===== src/rtl/riscv_pkg.sv =====
// riscv package
// Shared types for the integer register file slice.
//   word_t             default-width data word (32 bits)
//   addr_t             default-width register index (5 bits, 32 registers)
//   regfile_state_t    register file sequencer state: CLEAR or RUN
//   REGFILE_NREAD_MAX  largest supported number of read ports
package riscv;

    localparam int XLEN_DEFAULT  = 32;
    localparam int NREGS_DEFAULT = 32;

    typedef logic [XLEN_DEFAULT-1:0]          word_t;
    typedef logic [$clog2(NREGS_DEFAULT)-1:0] addr_t;

    typedef enum logic {
        CLEAR = 1'b0,
        RUN   = 1'b1
    } regfile_state_t;

    localparam int REGFILE_NREAD_MAX = 4;

endpackage


===== src/rtl/regfile_scoreboard.sv =====
// regfile_scoreboard
// Per-register busy bits tracking writebacks that have been issued but not yet completed.
// Ports:
//   clk, reset_n         clock and asynchronous active-low reset
//   clear                drop every busy bit on the next edge (flush)
//   issue_en/issue_addr  mark a destination busy (already gated to RUN by the top)
//   wb_en/wb_addr        writeback completing this cycle (already gated to RUN)
//   rs_addr              flattened read addresses, NREAD x log2(NREGS)
//   rs_busy              per-port busy lookup, combinational
// Build option: REGFILE_BYPASS_EN selects whether an in-flight writeback hides the busy bit.
module regfile_scoreboard
    import riscv::*;
#(
    parameter int NREGS    = 32,
    parameter int NREAD    = 2,
    parameter int ZERO_REG = 1
) (
    input  logic                             clk,
    input  logic                             reset_n,
    input  logic                             clear,
    input  logic                             issue_en,
    input  logic [$clog2(NREGS)-1:0]         issue_addr,
    input  logic                             wb_en,
    input  logic [$clog2(NREGS)-1:0]         wb_addr,
    input  logic [NREAD*$clog2(NREGS)-1:0]   rs_addr,
    output logic [NREAD-1:0]                 rs_busy
);

    localparam int AW = $clog2(NREGS);

    logic [NREGS-1:0] busy;

    function automatic logic hardwired(input logic [AW-1:0] a);
        return (ZERO_REG != 0) && (a == '0);
    endfunction

    // Issue is applied after writeback so a same-cycle issue and writeback
    // to one register leaves it busy for the newly issued instruction.
    always_ff @(posedge clk or negedge reset_n) begin
        if (!reset_n) begin
            busy <= '0;
        end else if (clear) begin
            busy <= '0;
        end else begin
            if (wb_en && !hardwired(wb_addr)) begin
                busy[wb_addr] <= 1'b0;
            end
            if (issue_en && !hardwired(issue_addr)) begin
                busy[issue_addr] <= 1'b1;
            end
        end
    end

    for (genvar i = 0; i < NREAD; i++) begin : g_port
        logic [AW-1:0] port_addr;
        logic          wb_hit;

        assign port_addr = rs_addr[i*AW +: AW];
        assign wb_hit    = wb_en && (wb_addr == port_addr) && !hardwired(port_addr);

`ifdef REGFILE_BYPASS_EN
        // The bypass forwards the writeback data, so the reader need not wait.
        assign rs_busy[i] = busy[port_addr] & ~wb_hit;
`else
        // Reads are read-first, so the reader must stall until the write lands.
        assign rs_busy[i] = busy[port_addr] | wb_hit;
`endif
    end

endmodule


===== src/rtl/regfile_mp.sv =====
// regfile_mp
// Multi-read-port integer register file with a zero-clear sequencer, busy
// scoreboard and optional write-to-read bypass.
// Ports:
//   clk, reset_n          clock and asynchronous active-low reset
//   flush                 restart the clear sequence
//   ready                 high while the file is in RUN
//   rs_addr / rs_data     flattened read ports (NREAD x log2(NREGS) / NREAD x XLEN), combinational
//   rs_busy               per-port pending-write flag, combinational
//   issue_en/issue_addr   mark a destination register busy
//   rd_en/rd_addr/rd_data single write port from writeback
// Build option: define REGFILE_BYPASS_EN for write-first reads; otherwise reads are read-first.
module regfile_mp
    import riscv::*;
#(
    parameter int XLEN     = 32,
    parameter int NREGS    = 32,
    parameter int NREAD    = 2,
    parameter int ZERO_REG = 1
) (
    input  logic                             clk,
    input  logic                             reset_n,
    input  logic                             flush,
    output logic                             ready,
    input  logic [NREAD*$clog2(NREGS)-1:0]   rs_addr,
    output logic [NREAD*XLEN-1:0]            rs_data,
    output logic [NREAD-1:0]                 rs_busy,
    input  logic                             issue_en,
    input  logic [$clog2(NREGS)-1:0]         issue_addr,
    input  logic                             rd_en,
    input  logic [$clog2(NREGS)-1:0]         rd_addr,
    input  logic [XLEN-1:0]                  rd_data
);

    localparam int AW = $clog2(NREGS);
    localparam logic [AW-1:0] LAST_IDX = AW'(NREGS - 1);

    regfile_state_t state, state_next;
    logic [AW-1:0]  cnt;
    logic           run;
    logic           wr_ok;
    logic           iss_ok;
    logic [XLEN-1:0] regs [NREGS];

    function automatic logic hardwired(input logic [AW-1:0] a);
        return (ZERO_REG != 0) && (a == '0);
    endfunction

    // Sequencer state register
    always_ff @(posedge clk or negedge reset_n) begin
        if (!reset_n) begin
            state <= CLEAR;
        end else begin
            state <= state_next;
        end
    end

    // Sequencer next state: leave CLEAR once the last index has been zeroed
    always_comb begin
        state_next = state;
        case (state)
            CLEAR: if (!flush && cnt == LAST_IDX) state_next = RUN;
            RUN:   if (flush) state_next = CLEAR;
            default: state_next = CLEAR;
        endcase
    end

    // Sequencer outputs; writes and issues in a flush cycle are discarded
    always_comb begin
        run    = (state == RUN);
        ready  = run;
        wr_ok  = run && !flush && rd_en;
        iss_ok = run && !flush && issue_en;
    end

    // Clear counter sits at 0 in RUN so a flush always starts from index 0
    always_ff @(posedge clk or negedge reset_n) begin
        if (!reset_n) begin
            cnt <= '0;
        end else if (flush || run || cnt == LAST_IDX) begin
            cnt <= '0;
        end else begin
            cnt <= cnt + AW'(1);
        end
    end

    // Storage has no reset; the sequencer zeroes it one index per cycle
    always_ff @(posedge clk) begin
        if (!run) begin
            regs[cnt] <= '0;
        end else if (wr_ok && !hardwired(rd_addr)) begin
            regs[rd_addr] <= rd_data;
        end
    end

    for (genvar i = 0; i < NREAD; i++) begin : g_read
        logic [AW-1:0] port_addr;
        assign port_addr = rs_addr[i*AW +: AW];
`ifdef REGFILE_BYPASS_EN
        assign rs_data[i*XLEN +: XLEN] =
            (!run || hardwired(port_addr))       ? '0      :
            (wr_ok && rd_addr == port_addr)      ? rd_data :
                                                   regs[port_addr];
`else
        assign rs_data[i*XLEN +: XLEN] =
            (!run || hardwired(port_addr)) ? '0 : regs[port_addr];
`endif
    end

    regfile_scoreboard #(
        .NREGS    (NREGS),
        .NREAD    (NREAD),
        .ZERO_REG (ZERO_REG)
    ) u_scoreboard (
        .clk        (clk),
        .reset_n    (reset_n),
        .clear      (run && flush),
        .issue_en   (iss_ok),
        .issue_addr (issue_addr),
        .wb_en      (wr_ok),
        .wb_addr    (rd_addr),
        .rs_addr    (rs_addr),
        .rs_busy    (rs_busy)
    );

endmodule


===== config.mk =====
export PLATFORM = sky130hd
export DESIGN_NAME = regfile_mp
export DESIGN_NICKNAME = d
export VERILOG_FILES = /design/src/rtl/riscv_pkg.sv /design/src/rtl/regfile_scoreboard.sv /design/src/rtl/regfile_mp.sv
export SDC_FILE = /design/constraint.sdc
export NUM_CORES = 1
export LEC_CHECK = 0
export ABC_CLOCK_PERIOD_IN_PS = 4100
export BUFFER_PORTS_ARGS = -buffer_cell sky130_fd_sc_hd__buf_2
export CAP_MARGIN = 20
export CORE_UTILIZATION = 30
export CTS_CLUSTER_DIAMETER = 100
export DETAILED_ROUTE_END_ITERATION = 10
export GPL_ROUTABILITY_DRIVEN = 0
export GPL_TIMING_DRIVEN = 0
export PLACE_DENSITY = 0.45
export SLEW_MARGIN = 20
export SYNTH_ARGS = -nofsm -noshare
export SYNTH_HDL_FRONTEND = slang
export SYNTH_SLANG_ARGS = --single-unit

===== constraint.sdc =====
create_clock -name clk -period 4.1 [get_ports clk]
set_clock_uncertainty 0.2 [all_clocks]
set_input_delay 0.82 -clock clk [delete_from_list [all_inputs] [get_ports clk]]
set_output_delay 0.82 -clock clk [all_outputs]
set_load 0.05 [all_outputs]

==> results.yml <==
synth:
  synth.distinct_cells: 50
  ys_async_sr_fraction_pct: 3.58
  syn-num-nets: 2889
  synth_edf_count: 1024
  synth.ff_latch_count: 1062
  syn_area_mm2: 0.0507
  yosysSeqAreaShare_pct: 62.6
  synthFlopType: "edfxtp_1"
  ys.warnings.count: 0
  netlist_instances: 2830
  syn_area_per_cell_um2: 17.9
timing:
  max_freq_mhz: 237
  setup_viol: 9
  hold_viol_final: 0
  hold_slack_ps: 135
  relSlewSlack_pct: 19.4
  period_needed_ps: 4210
  slew_violations: 0
  tightest_slew_ps: 1210
  fin_ws_ps: -111
  period_share_pct: 103
  rsz0062_at_grt: "true"
global_route:
  grt_start_max_net_pins: 39
  track_usage_pct: 25.2
  grt_overflow: 0
  antenna_found_initial: 18
  grt_pass1_wl_um: 289000
  grt_pass1_vias: 33000
placement:
  dp_hpwl_um: 154000
  postPlaceCellArea_mm2: 0.0562
  dp_slack_ps: -1880
  portBuffers: 112
critical_path:
  crit_required_ps: 3080
  crit_slowest_cell: "nor4_4"
  cp-start-kind: "primary input"
  max_stage_delay_ps: 720
  r2r_slack_ps: 390
  cp-end-kind: "primary output"
  crit_family: "buffers and inverters"
  worstPathCellList: "buf_12 -> buf_12 -> buf_16 -> buf_16 -> buf_12 -> buf_16 -> mux2i_1 -> a22oi_1 -> a21oi_2 -> nor4_4 -> buf_6"
  worst-path-buf-inv: 7
  worstPathArrival_ps: 3190
  crit_type: "primary input to primary output"
  cp_max_fo: 8
die:
  die_height_um: 413
  io_pins: 124
  core_mm2: 0.167
  die_w_um: 413
  start_util_pct: 30.3
  rows: 150
  die-area_mm2: 0.170
drt:
  wl_per_cell_um: 39.4
  initialDrtViolationCount: 4525
  vias: 33000
  detail-route-antenna-nets: 0
  drt_wl_total_um: 217000
  via_per_inst: 5.97
  drc_errors: 0
  first_pass_iters: 5
status:
  violations: "setup timing"
  status: "finished with violations"
clock_tree:
  clk_pin_slew_ps: 50
  h-tree-depth: 3
  insertion_delay_ps: 730
  root_buffer: "clkbuf_16"
  cts_tree: "done"
  clockBufferDepth: 3
  numCtsBuffers: 117
  cts.sinks: 1062
job:
  cap_violations: 0
power:
  p_leak_nw: 22.7
  powerDensity_mw_per_mm2: 397
  irDropWorstVdd_mv: 0.329
finish:
  mostFrequentLayoutCell: "edfxtp_1"
  stdcell_area_mm2: 0.0627
  n_fill_cell: 15400
  drive_above_1_share_pct: 40.1
  final_cell_mix: "edfxtp_1 (1024), mux4_2 (412), mux2i_1 (307), a22oi_1 (147), clkbuf_16 (123)"
  nets: 3266
  area_growth_pct: 23.8
  multi_input_area_mm2: 0.0193
  regArea_mm2: 0.0317
worst_hold_path:
  min_path_type: "primary input to flop"
-- where the power goes --
group          switching [W]  total [W]  internal (W)  leakage, nW
clock network        0.00451     0.0106       0.00610         1.83
registers          0.0000511     0.0119        0.0118         11.6
logic                0.00150    0.00237      0.000868         9.26
-- what timing repair did --
item,in CTS,in global routing
setup buffers,21,29
hold endpoints to repair,22,0
pin swaps,19,12
setup endpoints to repair,69,61
cloned,0,1
hold buffers,1,0
gates resized for setup,471,88
-- registers in the layout (all words and copies together), names as in the netlist --
signal	cells
regs	1024
u_scoreboard.busy	32
cnt	5
ready	1
-- cell families after synthesis --
kind of cell / synth area share (%)
AOI/OAI and AO/OA: 5.41
xor gates and xnor gates: 0.207
adders and majority gates: 0.0494
buffers and inverters: 2.36
DFF: 62.6
muxes: 25.9
and+or+nand+nor: 3.46
-- final cells by class --
type | count | area share (%)
Multi-Input combinational cell | 1531 | 30.9
Clock buffer | 156 | 5.07
Antenna cell | 7 | 0.0279
Clock inverter | 64 | 0.960
Buffer | 227 | 3.72
Tap cell | 2204 | 4.40
Inverter | 7 | 0.0499
Timing Repair Buffer | 261 | 4.37
Sequential cell | 1062 | 50.6
-- layer usage --
layer	vias to the layer above	global-route usage (%)	share of wire, %	wire length [um]
li1	12700	-	-	-
met1	17900	34.0	40	87700
met2	1930	39.6	46	100000
met3	399	5.18	8.9	19400
met4	4	10.6	4.5	9720
met5	-	0	0.013	29
-- stage by stage --
stage	setup TNS, ps	utilization (%)	instances	total power [W]
after floorplan	-70180	-	2830	0.0132
after global placement	-3055960	32.5	5146	0.0141
after detailed placement	-146880	33.6	5243	0.0142
after CTS	-439	37.1	5482	0.0249
after global routing	-144	37.4	5512	0.0254
final	-244	37.5	5519	0.0249
-- cells in the mapped netlist, types with 24 or more instances --
| cell | n | area [um2] |
|---|---|---|
| edfxtp_1 | 1024 | 30700 |
| buf_4 | 35 | 263 |
| nor3b_1 | 24 | 180 |
| nand2_1 | 41 | 154 |
| and2_1 | 88 | 551 |
| dfrtp_1 | 38 | 951 |
| mux2_2 | 69 | 777 |
| nor3_1 | 33 | 165 |
| a211oi_1 | 37 | 278 |
| a21oi_1 | 112 | 561 |
| nor2b_1 | 25 | 156 |
| clkbuf_1 | 121 | 454 |
| nor2_1 | 37 | 139 |
| o22ai_1 | 37 | 231 |
| nor4_1 | 31 | 194 |
| buf_2 | 54 | 270 |
| mux4_2 | 412 | 9280 |
| o21ai_0 | 34 | 170 |
| a22oi_1 | 155 | 1160 |
| mux2i_1 | 308 | 3080 |
-- final timing paths --
| check | from | endpoint | cells past startpoint |
|---|---|---|---|
| worst min register to register | u_scoreboard.busy[0] | u_scoreboard.busy[0] | 1 |
| worst min-delay path | flush | ready | 2 |
| min in group asynchronous | reset_n | u_scoreboard.busy[16] | 2 |
| worst max-delay path | rs_addr[1] | rs_data[4] | 11 |
| worst max register to register | ready | regs[15][23] | 8 |
| max in group asynchronous | reset_n | u_scoreboard.busy[3] | 2 |
(Power assumes the default switching activity.)
